$ cat src/rtl/hazard_ctrl_if.sv
// Control/status bundle between the pipeline datapath and the hazard sequencer.
// The slave side is the sequencer; the master side is the datapath (or a bench).
interface hazard_ctrl_if #(parameter int CNT_W = 16);
    logic             ex_memread_i;
    logic             ex_regwrite_i;
    logic [3:0]       ex_rd_i;
    logic [3:0]       id_rs_i;
    logic [3:0]       id_rt_i;
    logic             id_use_rs_i;
    logic             id_use_rt_i;
    logic             id_br_taken_i;
    logic             id_halt_i;
    logic             imem_busy_i;
    logic             dmem_busy_i;
    logic             clr_cnt_i;
    logic             pc_wen_o;
    logic             ifid_nop_o;
    logic             ifid_flush_o;
    logic             idex_bubble_o;
    logic             pipe_freeze_o;
    logic             halted_o;
    logic             wd_err_o;
    logic [CNT_W-1:0] stall_cnt_o;
    logic [CNT_W-1:0] flush_cnt_o;

    modport slave (
        input  ex_memread_i, ex_regwrite_i, ex_rd_i, id_rs_i, id_rt_i, id_use_rs_i, id_use_rt_i,
               id_br_taken_i, id_halt_i, imem_busy_i, dmem_busy_i, clr_cnt_i,
        output pc_wen_o, ifid_nop_o, ifid_flush_o, idex_bubble_o, pipe_freeze_o, halted_o,
               wd_err_o, stall_cnt_o, flush_cnt_o
    );

    modport master (
        output ex_memread_i, ex_regwrite_i, ex_rd_i, id_rs_i, id_rt_i, id_use_rs_i, id_use_rt_i,
               id_br_taken_i, id_halt_i, imem_busy_i, dmem_busy_i, clr_cnt_i,
        input  pc_wen_o, ifid_nop_o, ifid_flush_o, idex_bubble_o, pipe_freeze_o, halted_o,
               wd_err_o, stall_cnt_o, flush_cnt_o
    );
endinterface

$ cat src/rtl/hazard_ctrl_unit.sv
// Pipeline hazard sequencer: load-use stall, branch redirect, memory freeze, HLT drain,
// saturating stall/flush counters and a dmem-wait watchdog.
module hazard_ctrl_unit #(
    parameter int CNT_W     = 16,
    parameter int DRAIN_CYC = 3,
    parameter int WD_LIMIT  = 64
) (
    input  logic          clk,
    input  logic          rst_n,
    hazard_ctrl_if.slave  hif
);
    localparam int DW = (DRAIN_CYC < 2) ? 1 : $clog2(DRAIN_CYC);
    localparam int WW = $clog2(WD_LIMIT + 1);
    localparam logic [DW-1:0] DRAIN_LAST = DW'(DRAIN_CYC - 1);
    localparam logic [WW-1:0] WD_LIM     = WW'(WD_LIMIT);

    typedef enum logic [1:0] {RUN, DRAIN, HALTED} state_e;

    state_e           state_q, state_d;
    logic [DW-1:0]    drain_q, drain_d;
    logic [WW-1:0]    wd_q, wd_d;
    logic             wd_err_q, wd_err_d;
    logic [CNT_W-1:0] stall_q, stall_d, flush_q, flush_d;

    logic lu, br_flush, busy;

    assign busy = hif.dmem_busy_i;
    assign lu   = hif.ex_memread_i & hif.ex_regwrite_i & (hif.ex_rd_i != 4'd0) &
                  ((hif.id_use_rs_i & (hif.id_rs_i == hif.ex_rd_i)) |
                   (hif.id_use_rt_i & (hif.id_rt_i == hif.ex_rd_i)));

    always_ff @(posedge clk or negedge rst_n) begin
        if (!rst_n) begin
            state_q  <= RUN;
            drain_q  <= '0;
            wd_q     <= '0;
            wd_err_q <= 1'b0;
            stall_q  <= '0;
            flush_q  <= '0;
        end else begin
            state_q  <= state_d;
            drain_q  <= drain_d;
            wd_q     <= wd_d;
            wd_err_q <= wd_err_d;
            stall_q  <= stall_d;
            flush_q  <= flush_d;
        end
    end

    always_comb begin
        state_d = state_q;
        drain_d = drain_q;
        case (state_q)
            RUN: if (!busy && !hif.id_br_taken_i && !lu && hif.id_halt_i) begin
                state_d = DRAIN;
                drain_d = '0;
            end
            DRAIN: if (!busy) begin
                // Each unfrozen cycle moves the last instructions one stage closer to WB.
                if (drain_q == DRAIN_LAST) begin
                    state_d = HALTED;
                    drain_d = '0;
                end else begin
                    drain_d = drain_q + 1'b1;
                end
            end
            default: state_d = HALTED;
        endcase

        stall_d = stall_q;
        flush_d = flush_q;
        if (state_q == RUN) begin
            if (!hif.pc_wen_o && stall_q != '1) stall_d = stall_q + 1'b1;
            if (br_flush && flush_q != '1)      flush_d = flush_q + 1'b1;
        end
        if (hif.clr_cnt_i) begin
            stall_d = '0;
            flush_d = '0;
        end

        wd_d     = busy ? ((wd_q == WD_LIM) ? wd_q : wd_q + 1'b1) : '0;
        wd_err_d = wd_err_q | (wd_d == WD_LIM);
    end

    always_comb begin
        hif.pc_wen_o      = 1'b0;
        hif.ifid_nop_o    = 1'b0;
        hif.ifid_flush_o  = 1'b0;
        hif.idex_bubble_o = 1'b0;
        hif.pipe_freeze_o = 1'b0;
        hif.halted_o      = 1'b0;
        br_flush          = 1'b0;
        case (state_q)
            RUN: begin
                if (busy) begin
                    hif.pipe_freeze_o = 1'b1;
                end else if (hif.id_br_taken_i && hif.imem_busy_i) begin
                    hif.ifid_nop_o    = 1'b1;
                    hif.idex_bubble_o = 1'b1;
                end else if (hif.id_br_taken_i) begin
                    hif.pc_wen_o     = 1'b1;
                    hif.ifid_flush_o = 1'b1;
                    br_flush         = 1'b1;
                end else if (lu) begin
                    hif.ifid_nop_o    = 1'b1;
                    hif.idex_bubble_o = 1'b1;
                end else if (hif.id_halt_i || hif.imem_busy_i) begin
                    hif.ifid_flush_o = 1'b1;
                end else begin
                    hif.pc_wen_o = 1'b1;
                end
            end
            DRAIN: begin
                hif.ifid_flush_o  = 1'b1;
                hif.pipe_freeze_o = busy;
            end
            default: begin
                hif.halted_o      = 1'b1;
                hif.ifid_flush_o  = 1'b1;
                hif.idex_bubble_o = 1'b1;
            end
        endcase
    end

    assign hif.wd_err_o    = wd_err_q;
    assign hif.stall_cnt_o = stall_q;
    assign hif.flush_cnt_o = flush_q;
endmodule

$ cat src/flat_wrapper.sv
// flat-port wrapper written by rule: the top's interface ports become plain ports
module hazard_ctrl_unit_flat 
#(
    parameter int CNT_W     = 16,
    parameter int DRAIN_CYC = 3,
    parameter int WD_LIMIT  = 64
)
  (clk, rst_n, hif_ex_memread_i, hif_ex_regwrite_i, hif_ex_rd_i, hif_id_rs_i, hif_id_rt_i, hif_id_use_rs_i, hif_id_use_rt_i, hif_id_br_taken_i, hif_id_halt_i, hif_imem_busy_i, hif_dmem_busy_i, hif_clr_cnt_i, hif_pc_wen_o, hif_ifid_nop_o, hif_ifid_flush_o, hif_idex_bubble_o, hif_pipe_freeze_o, hif_halted_o, hif_wd_err_o, hif_stall_cnt_o, hif_flush_cnt_o);
  hazard_ctrl_if #(.CNT_W(CNT_W)) hif_i ();
  input  logic clk;
  input  logic rst_n;
  input wire logic [$bits(hif_i.ex_memread_i)-1:0] hif_ex_memread_i;
  input wire logic [$bits(hif_i.ex_regwrite_i)-1:0] hif_ex_regwrite_i;
  input wire logic [$bits(hif_i.ex_rd_i)-1:0] hif_ex_rd_i;
  input wire logic [$bits(hif_i.id_rs_i)-1:0] hif_id_rs_i;
  input wire logic [$bits(hif_i.id_rt_i)-1:0] hif_id_rt_i;
  input wire logic [$bits(hif_i.id_use_rs_i)-1:0] hif_id_use_rs_i;
  input wire logic [$bits(hif_i.id_use_rt_i)-1:0] hif_id_use_rt_i;
  input wire logic [$bits(hif_i.id_br_taken_i)-1:0] hif_id_br_taken_i;
  input wire logic [$bits(hif_i.id_halt_i)-1:0] hif_id_halt_i;
  input wire logic [$bits(hif_i.imem_busy_i)-1:0] hif_imem_busy_i;
  input wire logic [$bits(hif_i.dmem_busy_i)-1:0] hif_dmem_busy_i;
  input wire logic [$bits(hif_i.clr_cnt_i)-1:0] hif_clr_cnt_i;
  output wire logic [$bits(hif_i.pc_wen_o)-1:0] hif_pc_wen_o;
  output wire logic [$bits(hif_i.ifid_nop_o)-1:0] hif_ifid_nop_o;
  output wire logic [$bits(hif_i.ifid_flush_o)-1:0] hif_ifid_flush_o;
  output wire logic [$bits(hif_i.idex_bubble_o)-1:0] hif_idex_bubble_o;
  output wire logic [$bits(hif_i.pipe_freeze_o)-1:0] hif_pipe_freeze_o;
  output wire logic [$bits(hif_i.halted_o)-1:0] hif_halted_o;
  output wire logic [$bits(hif_i.wd_err_o)-1:0] hif_wd_err_o;
  output wire logic [$bits(hif_i.stall_cnt_o)-1:0] hif_stall_cnt_o;
  output wire logic [$bits(hif_i.flush_cnt_o)-1:0] hif_flush_cnt_o;
  assign hif_i.ex_memread_i = hif_ex_memread_i;
  assign hif_i.ex_regwrite_i = hif_ex_regwrite_i;
  assign hif_i.ex_rd_i = hif_ex_rd_i;
  assign hif_i.id_rs_i = hif_id_rs_i;
  assign hif_i.id_rt_i = hif_id_rt_i;
  assign hif_i.id_use_rs_i = hif_id_use_rs_i;
  assign hif_i.id_use_rt_i = hif_id_use_rt_i;
  assign hif_i.id_br_taken_i = hif_id_br_taken_i;
  assign hif_i.id_halt_i = hif_id_halt_i;
  assign hif_i.imem_busy_i = hif_imem_busy_i;
  assign hif_i.dmem_busy_i = hif_dmem_busy_i;
  assign hif_i.clr_cnt_i = hif_clr_cnt_i;
  assign hif_pc_wen_o = hif_i.pc_wen_o;
  assign hif_ifid_nop_o = hif_i.ifid_nop_o;
  assign hif_ifid_flush_o = hif_i.ifid_flush_o;
  assign hif_idex_bubble_o = hif_i.idex_bubble_o;
  assign hif_pipe_freeze_o = hif_i.pipe_freeze_o;
  assign hif_halted_o = hif_i.halted_o;
  assign hif_wd_err_o = hif_i.wd_err_o;
  assign hif_stall_cnt_o = hif_i.stall_cnt_o;
  assign hif_flush_cnt_o = hif_i.flush_cnt_o;
  hazard_ctrl_unit #(.CNT_W(CNT_W), .DRAIN_CYC(DRAIN_CYC), .WD_LIMIT(WD_LIMIT)) u_core (.clk(clk), .rst_n(rst_n), .hif(hif_i));
endmodule
$ cat config.mk
export PLATFORM = sky130hd
export DESIGN_NAME = hazard_ctrl_unit_flat
export DESIGN_NICKNAME = d
export VERILOG_FILES = /design/src/rtl/hazard_ctrl_if.sv /design/src/rtl/hazard_ctrl_unit.sv /design/src/flat_wrapper.sv
export SDC_FILE = /design/constraint.sdc
export NUM_CORES = 1
export LEC_CHECK = 0
export ABC_AREA = 1
export ABC_CLOCK_PERIOD_IN_PS = 1920
export CAP_MARGIN = 20
export CORE_UTILIZATION = 25
export DETAILED_ROUTE_END_ITERATION = 7
export PLACE_DENSITY = 0.52
export SETUP_SLACK_MARGIN = 0.15
export SYNTH_ARGS = -nofsm -noshare
export SYNTH_HDL_FRONTEND = slang
export SYNTH_SLANG_ARGS = --single-unit
$ cat constraint.sdc
create_clock -name clk -period 1.92 [get_ports clk]
set_input_delay 0.192 -clock clk [delete_from_list [all_inputs] [get_ports clk]]
set_output_delay 0.192 -clock clk [all_outputs]
set_load 0.05 [all_outputs]
==> results by group <==
Synth
  – Synth area leader: dfrtp_1
  – Main combinational cell family by area after synthesis: simple AND/OR/NAND/NOR gates
  – Syn nets: 414
  – Simple-gate share of the synthesized area: 37.8%
  – Seq/Total Area, Yosys: 38.4%
  – Ranking of synthesized cells by area: dfrtp_1 38%, nand2_1 12%, inv_1 7.5%
  – Synth unique cells: 36
  – Xor and xnor area share after synthesis: 6.41%
  – Post-Syn Instances: 387
  – Area share of the largest cell type after synthesis: 38.4%
  – #FFs+latches synth: 44
  – Synth Area in Adders: 1.74%
  – Avg Inst Size Synth: 7.41 um2
  – Yosys Warn Count: 0
  – Compound-gate portion of the synthesized area: 5.02%
  – Mapped Area: 2870 um2
  – Mux cell area share after synthesis: 0%

Critical path
  – Arr. time, crit path: 1580 ps
  – Crit path cell chain: buf_4 > clkdlybuf4s50_1
  – Crit path largest cell delay: 790 ps
  – Critical Path Source Type: flip-flop
  – Crit path kind: reg2out
  – Worst r2r src: u_core.hif.flush_cnt_o[0]
  – Critical Path Sink Type: primary output
  – Crit. Startpoint: u_core.hif.flush_cnt_o[1]
  – CP Max Fanout: 3
  – Critical path's slowest cell: clkdlybuf4s50_1
  – Critical Path RT: 1730 ps

Layout
  – Cell area after layout: 4160 um2
  – Layout area overhead: 45.0%
  – Seq. cell area: 1120 um2
  – Fillers: 1,147
  – Antenna cell count: 0
  – Post-layout util: 37.7%
  – Layout cells sized above 1: 20.7%
  – Most frequent cells in the layout: 82 x nand2_1, 56 x inv_1, 39 x nor2_1, 34 x clkdlybuf4s50_1, 31 x nand3_1
  – Most common cell after layout, fill and taps aside: nand2_1
  – Final net count: 495
  – Area of the multi-input gates: 1580 um2

STA
  – Setup slack after layout: 149 ps
  – Post-route minimum period: 1770 ps
  – Worst Tran Pin Value: 524 ps
  – Fmax: 0.565 GHz
  – Hold Fails Final Rpt: 0
  – TNS Setup: 0 ps
  – Clock skew: 6.93 ps
  – Max_slew headroom: 65.0%
  – Fin crit share: 92.2%
  – Final setup vio count: 0
  – RSZ-0062 raised after global routing: yes
  – Pins over their slew limit: 0

Floorplanning
  – # IOs: 62
  – Die footprint: 11,900 um2
  – Row count: 38
  – CORE AREA: 11,000 um2
  – Die X: 109 um
  – Initial Utilization: 26.0%
  – DIE HEIGHT: 109 um

Routing
  – DRT Pass-1 Iters: 4
  – Final wirelength: 7.46 mm
  – DRC: 0
  – Vias per Instance: 4.49
  – Drt wl/cell: 12.2 um
  – Vias after detailed routing: 2,733
  – Initial DRC count: 130
  – Detail Route Antenna Nets: 0

Clock network
  – Clock Sinks: 44
  – CTS Root Cell: clkbuf_16
  – H-Tree Level Count: 2
  – Clock latency on the worst-skew pair: 280 ps
  – Clock Tree Buf Depth: 2
  – CTS Buf Count: 5
  – CTS tree: built
  – Clk slew on worst S/H paths: 60 ps

Hold path
  – Hold/Removal Path Class: in2async

Global routing
  – Met3 Resource Use GR: 2.15%
  – Largest net degree at the start of global routing: 46
  – Met1 usage: 15.7%
  – Total grt overflow: 0
  – Vias in the first global route: 2,623
  – Total GRT Usage: 13.0%
  – First-pass GRT wire length: 12.2 mm
  – M2 GR Usage: 23.2%
  – GRT busiest layer: met2
  – Antenna violations before repair: 0

Power and ir drop
  – Max rail drop VDD: 331 uV
  – Total power draw: 2850 uW
  – PwrDens: 685 nW/um2
  – Lkg Pwr: 0.00214 uW

Placed design
  – Hpwl dp: 5.55 mm
  – GPL Wtd Cong: 0.789
  – Pre-CTS setup slack: 6.35 ps
  – Dpl cell area: 3810 um2
  – I/O Buffers: 61

Run status
  – Status: complete, no violations

Run
  – Number of max-cap violations: 0
==> what timing repair did <==
| item | CTS | global route |
|---|---|---|
| setup buffers | 1 | 12 |
| setup endpoints to repair | 8 | 33 |
| pin swaps | 4 | 13 |
| hold buffers | 1 | 0 |
| endpoints found under the hold margin | 9 | 0 |
| gates resized for setup | 12 | 27 |
==> cells by family after synthesis <==
logic type,after synthesis
AND/OR/NAND/NOR,220
buffers and inverters,73
flip-flops,44
AO/OA/AOI/OAI,25
XOR/XNOR,21
adder cells (fa/ha/maj),4
==> report_power, final <==
group / switching [uW] / internal, uW / total [uW] / leakage [uW]
clock: 349 / 554 / 903 / 0.0000772
combinational: 559 / 356 / 915 / 0.00149
sequential: 53.6 / 977 / 1030 / 0.000573
==> critical path: cells and delay by family, from the launching register on <==
kind	cells	cell delay [ps]
buffers and inverters	2	910
DFF	1	390
==> synth_stat cells, drive strengths merged <==
library cell   n
a21oi          9
a31oi          2
buf            3
clkbuf         6
clkinv         1
dfrtp         44
ha             4
inv           63
nand2         95
nand3         40
nand3b         1
nand4         23
nor2          43
nor3          16
nor4           1
o21a           2
o21ai          9
o21bai         1
o31ai          2
or2            1
xnor2          3
xor2          18
==> final cells by class <==
type                            instances  area share [%]
Clock buffer                            8            3.76
Inverter                               64            5.96
Multi-Input combinational cell        270            37.9
Sequential cell                        44            27.0
Tap cell                              140            4.21
Timing Repair Buffer                   83            21.1
==> through the flow <==
| step | hold slack [ps] | cells |
|---|---|---|
| floorplan | -104 | 387 |
| global placement | 84.9 | 587 |
| detailed placement | 85.8 | 587 |
| CTS | 328 | 597 |
| global route | 340 | 609 |
| finish | 321 | 609 |
==> layer usage <==
layer  wire length [um]  up-vias
li1                   -     1398
met1               3300     1281
met4                 97        0
met3                270        8
met5                  0        -
met2               3790       46
==> sequential cells by signal (all words and copies together) (netlist names) <==
name / cells
u_core.drain_q: 2
u_core.hif.wd_err_o: 1
u_core.hif.stall_cnt_o: 16
u_core.wd_q: 7
u_core.state_q: 2
u_core.hif.flush_cnt_o: 16
==> worst paths after layout <==
path | end | slack (ps) | cells past startpoint
min in group clk | u_core.hif.wd_err_o | 480 | 1
min | u_core.hif.flush_cnt_o[15] | 320 | 2
max | hif_flush_cnt_o[1] | 150 | 2
min reg2reg | u_core.hif.wd_err_o | 480 | 1
max reg2reg | u_core.hif.flush_cnt_o[4] | 210 | 11
max in group asynchronous | u_core.hif.stall_cnt_o[0] | 1110 | 3
Note: power is estimated with default switching activity, not from simulation.
